==> config.mk <==
export PLATFORM = sky130hd
export DESIGN_NAME = imem_prefetch_buffer
export DESIGN_NICKNAME = d
export VERILOG_FILES = /design/src/rtl/imem_prefetch_buffer_pkg.sv /design/src/rtl/imem_prefetch_buffer_fifo.sv /design/src/rtl/imem_prefetch_buffer.sv
export SDC_FILE = /design/constraint.sdc
export NUM_CORES = 1
export LEC_CHECK = 0
export CORE_ASPECT_RATIO = 0.75
export CORE_UTILIZATION = 50
export DETAILED_ROUTE_END_ITERATION = 6
export GPL_TIMING_DRIVEN = 0
export PLACE_DENSITY = 0.76
export SETUP_SLACK_MARGIN = 0.02
export SLEW_MARGIN = 20
export SYNTH_ARGS = -nofsm -noshare
export SYNTH_HDL_FRONTEND = slang
export SYNTH_SLANG_ARGS = --single-unit
==> constraint.sdc <==
create_clock -name clk_i -period 10.8 [get_ports clk_i]
set_clock_uncertainty 0.1 [all_clocks]
set_input_delay 1.08 -clock clk_i [delete_from_list [all_inputs] [get_ports clk_i]]
set_output_delay 1.08 -clock clk_i [all_outputs]
set_load 0.005 [all_outputs]
==> src/rtl/imem_prefetch_buffer_pkg.sv <==
`default_nettype none
// ---------------------------------------------------------------------------
// pkg_fetch : shared types for the instruction prefetch buffer
// Rev 1.0
// ---------------------------------------------------------------------------
package pkg_fetch;

   localparam int unsigned XLen       = 32;
   localparam int unsigned InstrBytes = 4;

   typedef struct packed {
      logic [XLen-1:0] pc;
      logic [XLen-1:0] instr;
   } fetch_entry_t;

   typedef enum logic [1:0] {
      IDLE = 2'd0,
      REQ  = 2'd1,
      DROP = 2'd2
   } fetch_state_e;

endpackage
`default_nettype wire

==> src/rtl/imem_prefetch_buffer_fifo.sv <==
`default_nettype none
// ---------------------------------------------------------------------------
// fetch_fifo : synchronous FIFO with flush; protocol-agnostic entry storage
// Rev 1.0
// ---------------------------------------------------------------------------
module fetch_fifo
   import pkg_fetch::*;
#(
   parameter int unsigned Depth   = 4,
   parameter type         entry_t = fetch_entry_t
) (
   input  logic                       clk_i,
   input  logic                       rst_ni,
   input  logic                       push_i,
   input  entry_t                     push_data_i,
   input  logic                       pop_i,
   input  logic                       flush_i,
   output entry_t                     head_o,
   output logic [$clog2(Depth):0]     count_o,
   output logic                       full_o,
   output logic                       empty_o
);

   localparam int unsigned PtrW = $clog2(Depth);
   localparam int unsigned CntW = PtrW + 1;

   entry_t            mem_q [Depth];
   logic [PtrW-1:0]   wr_ptr_q, rd_ptr_q;
   logic [CntW-1:0]   count_q;
   logic              do_push, do_pop;

   assign full_o  = (count_q == CntW'(Depth));
   assign empty_o = (count_q == '0);
   assign count_o = count_q;
   assign head_o  = mem_q[rd_ptr_q];

   // Flush dominates; a push into a full FIFO is only accepted alongside a pop.
   assign do_pop  = pop_i  && !flush_i && !empty_o;
   assign do_push = push_i && !flush_i && (!full_o || do_pop);

   always_ff @(posedge clk_i) begin
      if (!rst_ni) begin
         for (int i = 0; i < Depth; i++) begin
            mem_q[i] <= '0;
         end
         wr_ptr_q <= '0;
         rd_ptr_q <= '0;
         count_q  <= '0;
      end else if (flush_i) begin
         wr_ptr_q <= '0;
         rd_ptr_q <= '0;
         count_q  <= '0;
      end else begin
         if (do_push) begin
            mem_q[wr_ptr_q] <= push_data_i;
            wr_ptr_q        <= wr_ptr_q + PtrW'(1);
         end
         if (do_pop) begin
            rd_ptr_q <= rd_ptr_q + PtrW'(1);
         end
         count_q <= count_q + CntW'(do_push) - CntW'(do_pop);
      end
   end

endmodule
`default_nettype wire

==> src/rtl/imem_prefetch_buffer.sv <==
`default_nettype none
// ---------------------------------------------------------------------------
// imem_prefetch_buffer : sequential instruction prefetch with redirect/flush
// Rev 1.0
// ---------------------------------------------------------------------------
module imem_prefetch_buffer
   import pkg_fetch::*;
#(
   parameter int unsigned       DWidth  = 32,
   parameter int unsigned       Depth   = 4,
   parameter logic [DWidth-1:0] ResetPC = '0
) (
   input  logic              clk_i,
   input  logic              rst_ni,
   output logic              imem_req_o,
   output logic [DWidth-1:0] imem_addr_o,
   input  logic              imem_ready_i,
   input  logic [DWidth-1:0] imem_rdata_i,
   output logic              fetch_valid_o,
   output logic [DWidth-1:0] fetch_instr_o,
   output logic [DWidth-1:0] fetch_pc_o,
   input  logic              fetch_ready_i,
   input  logic              redirect_i,
   input  logic [DWidth-1:0] redirect_pc_i
);

   localparam int unsigned CntW = $clog2(Depth) + 1;

   fetch_state_e      state_q, state_d;
   logic [DWidth-1:0] addr_q, addr_d;
   logic [DWidth-1:0] pc_q, pc_d;
   logic [DWidth-1:0] redirect_tgt, pc_next;
   logic [CntW-1:0]   fifo_count, count_after_push;
   logic              fifo_full, fifo_empty;
   logic              push, pop;
   fetch_entry_t      push_entry, head;

   assign redirect_tgt     = {redirect_pc_i[DWidth-1:2], 2'b00};
   assign pc_next          = pc_q + DWidth'(InstrBytes);
   assign pop              = fetch_valid_o && fetch_ready_i && !redirect_i;
   assign count_after_push = fifo_count + CntW'(1) - CntW'(pop);
   assign push_entry       = '{pc: addr_q, instr: imem_rdata_i};

   always_comb begin
      state_d = state_q;
      addr_d  = addr_q;
      pc_d    = pc_q;
      push    = 1'b0;
      if (redirect_i) begin
         pc_d = redirect_tgt;
      end
      unique case (state_q)
         IDLE: begin
            // A pop this cycle frees a slot, so the request may issue right away.
            if (!redirect_i && (!fifo_full || pop)) begin
               state_d = REQ;
               addr_d  = pc_q;
            end
         end
         REQ: begin
            if (imem_ready_i) begin
               if (redirect_i) begin
                  addr_d = redirect_tgt;
               end else begin
                  push = 1'b1;
                  pc_d = pc_next;
                  if (count_after_push < CntW'(Depth)) begin
                     addr_d = pc_next;
                  end else begin
                     state_d = IDLE;
                  end
               end
            end else if (redirect_i) begin
               state_d = DROP;
            end
         end
         DROP: begin
            // Stale response is discarded; resume at the latest redirect target.
            if (imem_ready_i) begin
               state_d = REQ;
               addr_d  = redirect_i ? redirect_tgt : pc_q;
            end
         end
         default: state_d = IDLE;
      endcase
   end

   always_ff @(posedge clk_i) begin
      if (!rst_ni) begin
         state_q <= IDLE;
         addr_q  <= ResetPC;
         pc_q    <= ResetPC;
      end else begin
         state_q <= state_d;
         addr_q  <= addr_d;
         pc_q    <= pc_d;
      end
   end

   fetch_fifo #(
      .Depth   (Depth),
      .entry_t (fetch_entry_t)
   ) u_fifo (
      .clk_i       (clk_i),
      .rst_ni      (rst_ni),
      .push_i      (push),
      .push_data_i (push_entry),
      .pop_i       (pop),
      .flush_i     (redirect_i),
      .head_o      (head),
      .count_o     (fifo_count),
      .full_o      (fifo_full),
      .empty_o     (fifo_empty)
   );

   assign imem_req_o    = (state_q != IDLE);
   assign imem_addr_o   = addr_q;
   assign fetch_valid_o = !fifo_empty;
   assign fetch_instr_o = head.instr;
   assign fetch_pc_o    = head.pc;

endmodule
`default_nettype wire

### Yosys cells after proc, flatten, opt, wreduce, memory -nomap -nowiden

Memories as Yosys holds them, arrays and structs flattened. A register that Yosys moved wholly into a read port is not among the register bits.
Index checks and enable logic that the tools add are counted.

* register bits after elaboration: 73
* RAM bits: 256
* input port bits: 69
* memories: 1

Memory list
* u_fifo.mem_q: depth 4, width 64, rd ports 1, clocked after memory_dff 1, write ports 4, line imem_prefetch_buffer_fifo.sv:27 `entry_t mem_q [Depth];`

* $add $sub $neg: 7
* order comparisons: 1
* equal/unequal tests: 10
* multiplexer cells: 30
* bitwise logic cells: 1
* reductions and logical operators: 20

Operators with widths (number)
* two-way mux 32 bit: 9
* case mux 32 bit (3 select lines): 1
* two-way mux 64 bit: 1
* OR reduction 64 bit: 1
* adder 32 x 3 -> 32 bit (second input constant): 1
* two-way mux 2 bit: 9
* inequality test 3 bit (second input constant): 4
* AND reduction 5 bit: 2
* two-way mux 1 bit: 9
* logical AND 1 bit: 7
* inequality test 2 bit (second input constant): 3
* case mux 2 bit (3 select lines): 1
* subtractor 3 x 1 -> 3 bit: 2
* adder 2 x 1 -> 2 bit (second input constant): 2
* adder 3 x 1 -> 3 bit: 1
* adder 3 x 1 -> 3 bit (second input constant): 1
* == test 3 bit (second input constant): 1
* logical NOT 1 bit: 3
* logical NOT 3 bit: 1
* less-than comparator 3 bit (second input constant): 1
* nonzero test 3 bit: 1
* == test 2 x 1 -> 1 bit (second input constant): 1
* == test 2 bit (second input constant): 1
* logical NOT 2 bit: 1
* other kinds (4): 5

### Logic depth before layout (Yosys ltp)

* depth after elaboration: 14
* mapped depth: 13
* depth with buffers taken out: 11

### Cells and area by module

Synthesis repeated with hierarchy kept, for this count alone.

* cell total of the unflattened synthesis: 1325
* area total of the unflattened synthesis: 15399.8 um^2

Modules (own cells, without submodules)
* fetch_fifo: instances 1, cells an instance 741, area each 11045.6 um^2, seq. area each 7867.5 um^2
* imem_prefetch_buffer: instances 1, cells an instance 584, area each 4354.2 um^2, seq. area each 1321.3 um^2

### Least setup slack after synthesis

No wires, ideal clock.

* path type: in2reg
* from: input port imem_ready_i
* to: memory u_fifo.mem_q[1][0] (netlist bit) (enable)
* arrival time: 6.514 ns
* data required time: 10.126 ns
* slack: 3.611 ns
* stages: 6
* cells stage by stage: nand2_2 > or3_1 > inv_2 > clkbuf_1 > nand2_1 > o21ai_0

RTL lines
* from (decl): line imem_prefetch_buffer.sv:17 `input logic imem_ready_i,`
* to (decl): line imem_prefetch_buffer_fifo.sv:27

==> results.md <==
* Min-Delay Startpoint: pc_q[0]
* Required time of the worst setup path at 10.90 ns
* Top cell type's share of synthesized area at 0.482
* Pwr Total at 3.07 mW
* Top_reg_cell synth: edfxtp_1
* Crit-path slowest cell: clkdlybuf4s50_1
* GRT Total Usage at 0.299
* Synth Area in XOR/XNOR at 0.00823
* Final min period at 4.53 ns
* Status: finished, final reports clean
* Final Cycle Share at 0.419
* Post-synth EDFFs at 256
* CP Launch Type: input pin
* Critical path cell sequence: clkdlybuf4s50_1, nand2_2, or3_1, inv_2, clkbuf_1, clkbuf_1, nand3_1, nand2_4, buf_16
* DP HPWL at 33.8 mm
* Worst hold path type: flip-flop to flip-flop
* CTS sink cnt at 331
* Fin. max-slew vios at 0
* Slowest stage delay, CP at 0.67 ns
* Largest family of logic cells by synthesized area: simple AND/OR/NAND/NOR gates
* Post-synthesis cell type count at 85
* Dpl cells at 1836
* Achievable Freq at 221 MHz
* Hold Buf Count CTS at 0
* Worst R2R End: u_fifo.mem_q[3][57]
* Fraction of layout cells with a size suffix above 1 at 0.125
* Max-cap violations at 0
* Average size of a mapped cell at 12.7 um^2
* DR vias at 11.9k
* Area Growth Syn to Fin at 22.1%
* ANT nets after route at 0
* Clk_lat worst skew at 0.52 ns
* IO Port Bufs at 164
* Postcts setup bufs at 0
* Critical path fanouts, max at 45
* Worst path most repeated cell: clkbuf_1
* Worst reg2reg startpoint: state_q[1]
* Clock tree buffer depth at 3
* Setup TNS at 0 ns
* Synth top area cells: edfxtp_1, dfxtp_1, mux4_2
* Pre-antenna DRT Iters at 6
* Filler cells at 2431
* GPL Wtd Cong at 0.988
* RSZ-0062 raised after global routing: false
* Row Count at 56
* CTS buffer count at 35
* CTS-repair resized insts at 0
* Final nets at 1544
* Post-synthesis mux area share at 0.104
* Initial antenna violation count at 1
* Post-synthesis adder-cell area fraction at 0.00674
* Vias in the first global route at 11.8k
* Hold EP: imem_addr_o[0]
* Final Hold Viols at 0
* Multi-input logic area at 0.00621 mm^2
* Mapped Area at 0.0160 mm^2
* Pin count of the biggest net entering global routing at 46
* Full die area at 0.0326 mm^2
* Die W at 208 um
* Final wirelength at 48.5 mm
* R2R Setup Slk at 6.89 ns
* Biggest area consumer among synthesized cells: edfxtp_1
* Fin util at 0.622
* Max-slew headroom at 0.221
* Min-Delay Path Depth at 2
* Yosys reg bits at 331
* Simple-gate portion of the synthesized area at 0.174
* Yosys warning count at 0
* DRT iter0 DRCs at 1250
* CTS tree: built
* Flip-flop and latch area at 0.00919 mm^2
* P per Cell Area at 158 mW/mm^2
* Register area share after synthesis at 0.576
* Clock root cell: clkbuf_16
* First-pass GRT wire length at 72.6 mm
* Htree depth at 2
* Async S/R FF share, synth at 0
* Worst reg-to-reg path cell count at 10
* Core area at 0.0313 mm^2
* Mapped Cells at 1254
* Setup violators final at 0
* Synth Area in Compound Gates at 0.0936
* Worst-path clk slew at 0.06 ns
* Worst Setup SP: imem_ready_i
* P_leak at 7.05 nW
* Routed WL per cell at 25.5 um
* Maximum vdd drop at 105 uV
* Synth Net Count at 1331
* Slew at the pin closest to its max-slew limit at 1.17 ns
* CP arrival at 4.63 ns
* Initial core utilization at 0.510
* DRC Markers at 0
* Fin Hold WS at 0.367 ns
* Height of the die at 157 um
* Routed vias/inst at 6.28
* # IOs at 167
* Endpoint class of the critical path: flip-flop
* Finished Layout Cells at 1900
* Overflow after GRT at 0
* Crit path kind: input pin to flip-flop
[worst max-delay path, delay by kind of cell]
family | cells | cell delay, ns
AND/OR/NAND/NOR | 4 | 1.29
buffers and inverters | 5 | 2.22
[synthesized netlist by cell type (all sizes together) (6+ instances only)]
library cell / instances
edfxtp: 256
and2: 200
clkbuf: 80
and3: 76
dfxtp: 75
mux4: 64
o21ai: 60
nand2: 56
a21oi: 43
nor2: 36
nand3: 25
a211oi: 21
buf: 21
inv: 20
nor3: 14
nor2b: 13
a311oi: 11
mux2i: 11
nor4: 11
a31oi: 10
mux2: 10
nand4: 10
xnor2: 10
o211ai: 9
ha: 7
a221oi: 6
a32oi: 6
and4: 6
nand2b: 6
[routing by layer]
| layer | share of wire | GRT usage |
|---|---|---|
| met5 | 0 | 0 |
| met4 | 0.023 | 0.0776 |
| met3 | 0.10 | 0.0696 |
| met2 | 0.44 | 0.450 |
| met1 | 0.43 | 0.436 |
[final cells by class]
class | instances | share of cell area
sequential | 331 | 0.472
multi-input combinational | 800 | 0.319
timing repair buffer | 176 | 0.0972
clock buffer | 43 | 0.0465
buffer | 101 | 0.0265
tap | 406 | 0.0261
clock inverter | 20 | 0.00854
inverter | 22 | 0.00424
antenna | 1 | 0.000128
[worst max path at each step]
stage                           to  slack [ns]
6_report       u_fifo.mem_q[3][57]        6.27
4_1_cts              fetch_pc_o[7]        6.29
3_5_place_dp   u_fifo.mem_q[3][23]        5.80
2_1_floorplan   u_fifo.mem_q[1][0]        3.61
3_3_place_gp    u_fifo.mem_q[1][9]       -1.13
5_1_grt        u_fifo.mem_q[3][61]        6.15
[power by group]
group / internal, mW / switching, mW
Sequential: 1.44 / 0.0611
Clock: 0.648 / 0.504
Combinational: 0.182 / 0.240
Total: 2.27 / 0.806
[flip-flops by register name (all words and copies together), names as in the netlist, named ones only]
| signal | flops |
|---|---|
| imem_addr_o | 32 |
| u_fifo.wr_ptr_q | 2 |
| state_q | 2 |
| u_fifo.rd_ptr_q | 2 |
| u_fifo.count_o | 3 |
| u_fifo.mem_q | 256 |
| pc_q | 32 |
[cells by family after synthesis]
logic type	Yosys count
fa+ha+maj	8
mux	85
buf+inv	123
simple gates	471
compound gates	221
xor+xnor	15
flops	331
[cell usage in the layout, fill, tap and decap left out, types with 6 or more instances in the layout]
cell type        instances
xnor2_1                 10
a311oi_1                11
nor2_1                  35
o211ai_1                 9
edfxtp_1               256
dfxtp_1                 75
and2_1                 197
clkbuf_8                 9
buf_2                   13
a211oi_1                20
nor4_1                  10
nor3_1                  12
nand4_1                  9
buf_16                   6
clkbuf_16               35
nor2b_1                 13
a21oi_1                 43
and3_1                  75
clkdlybuf4s50_1        164
o21ai_0                 57
a32oi_1                  6
inv_1                   19
nand3_1                 25
ha_1                     7
a221oi_1                 6
clkinv_1                12
mux2_2                  10
nand2_1                 54
mux2i_1                 11
nand2b_1                 6
a31oi_1                 10
mux4_2                  64
clkbuf_1                76
[metrics by stage]
stage	setup slack [ns]	area [um^2]
after floorplan	3.61	16000
after global placement	-1.13	18100
after detailed placement	5.80	18400
after CTS	6.29	19500
after global routing	6.15	19500
final	6.27	19500
Power figures use the tool's default switching activity.
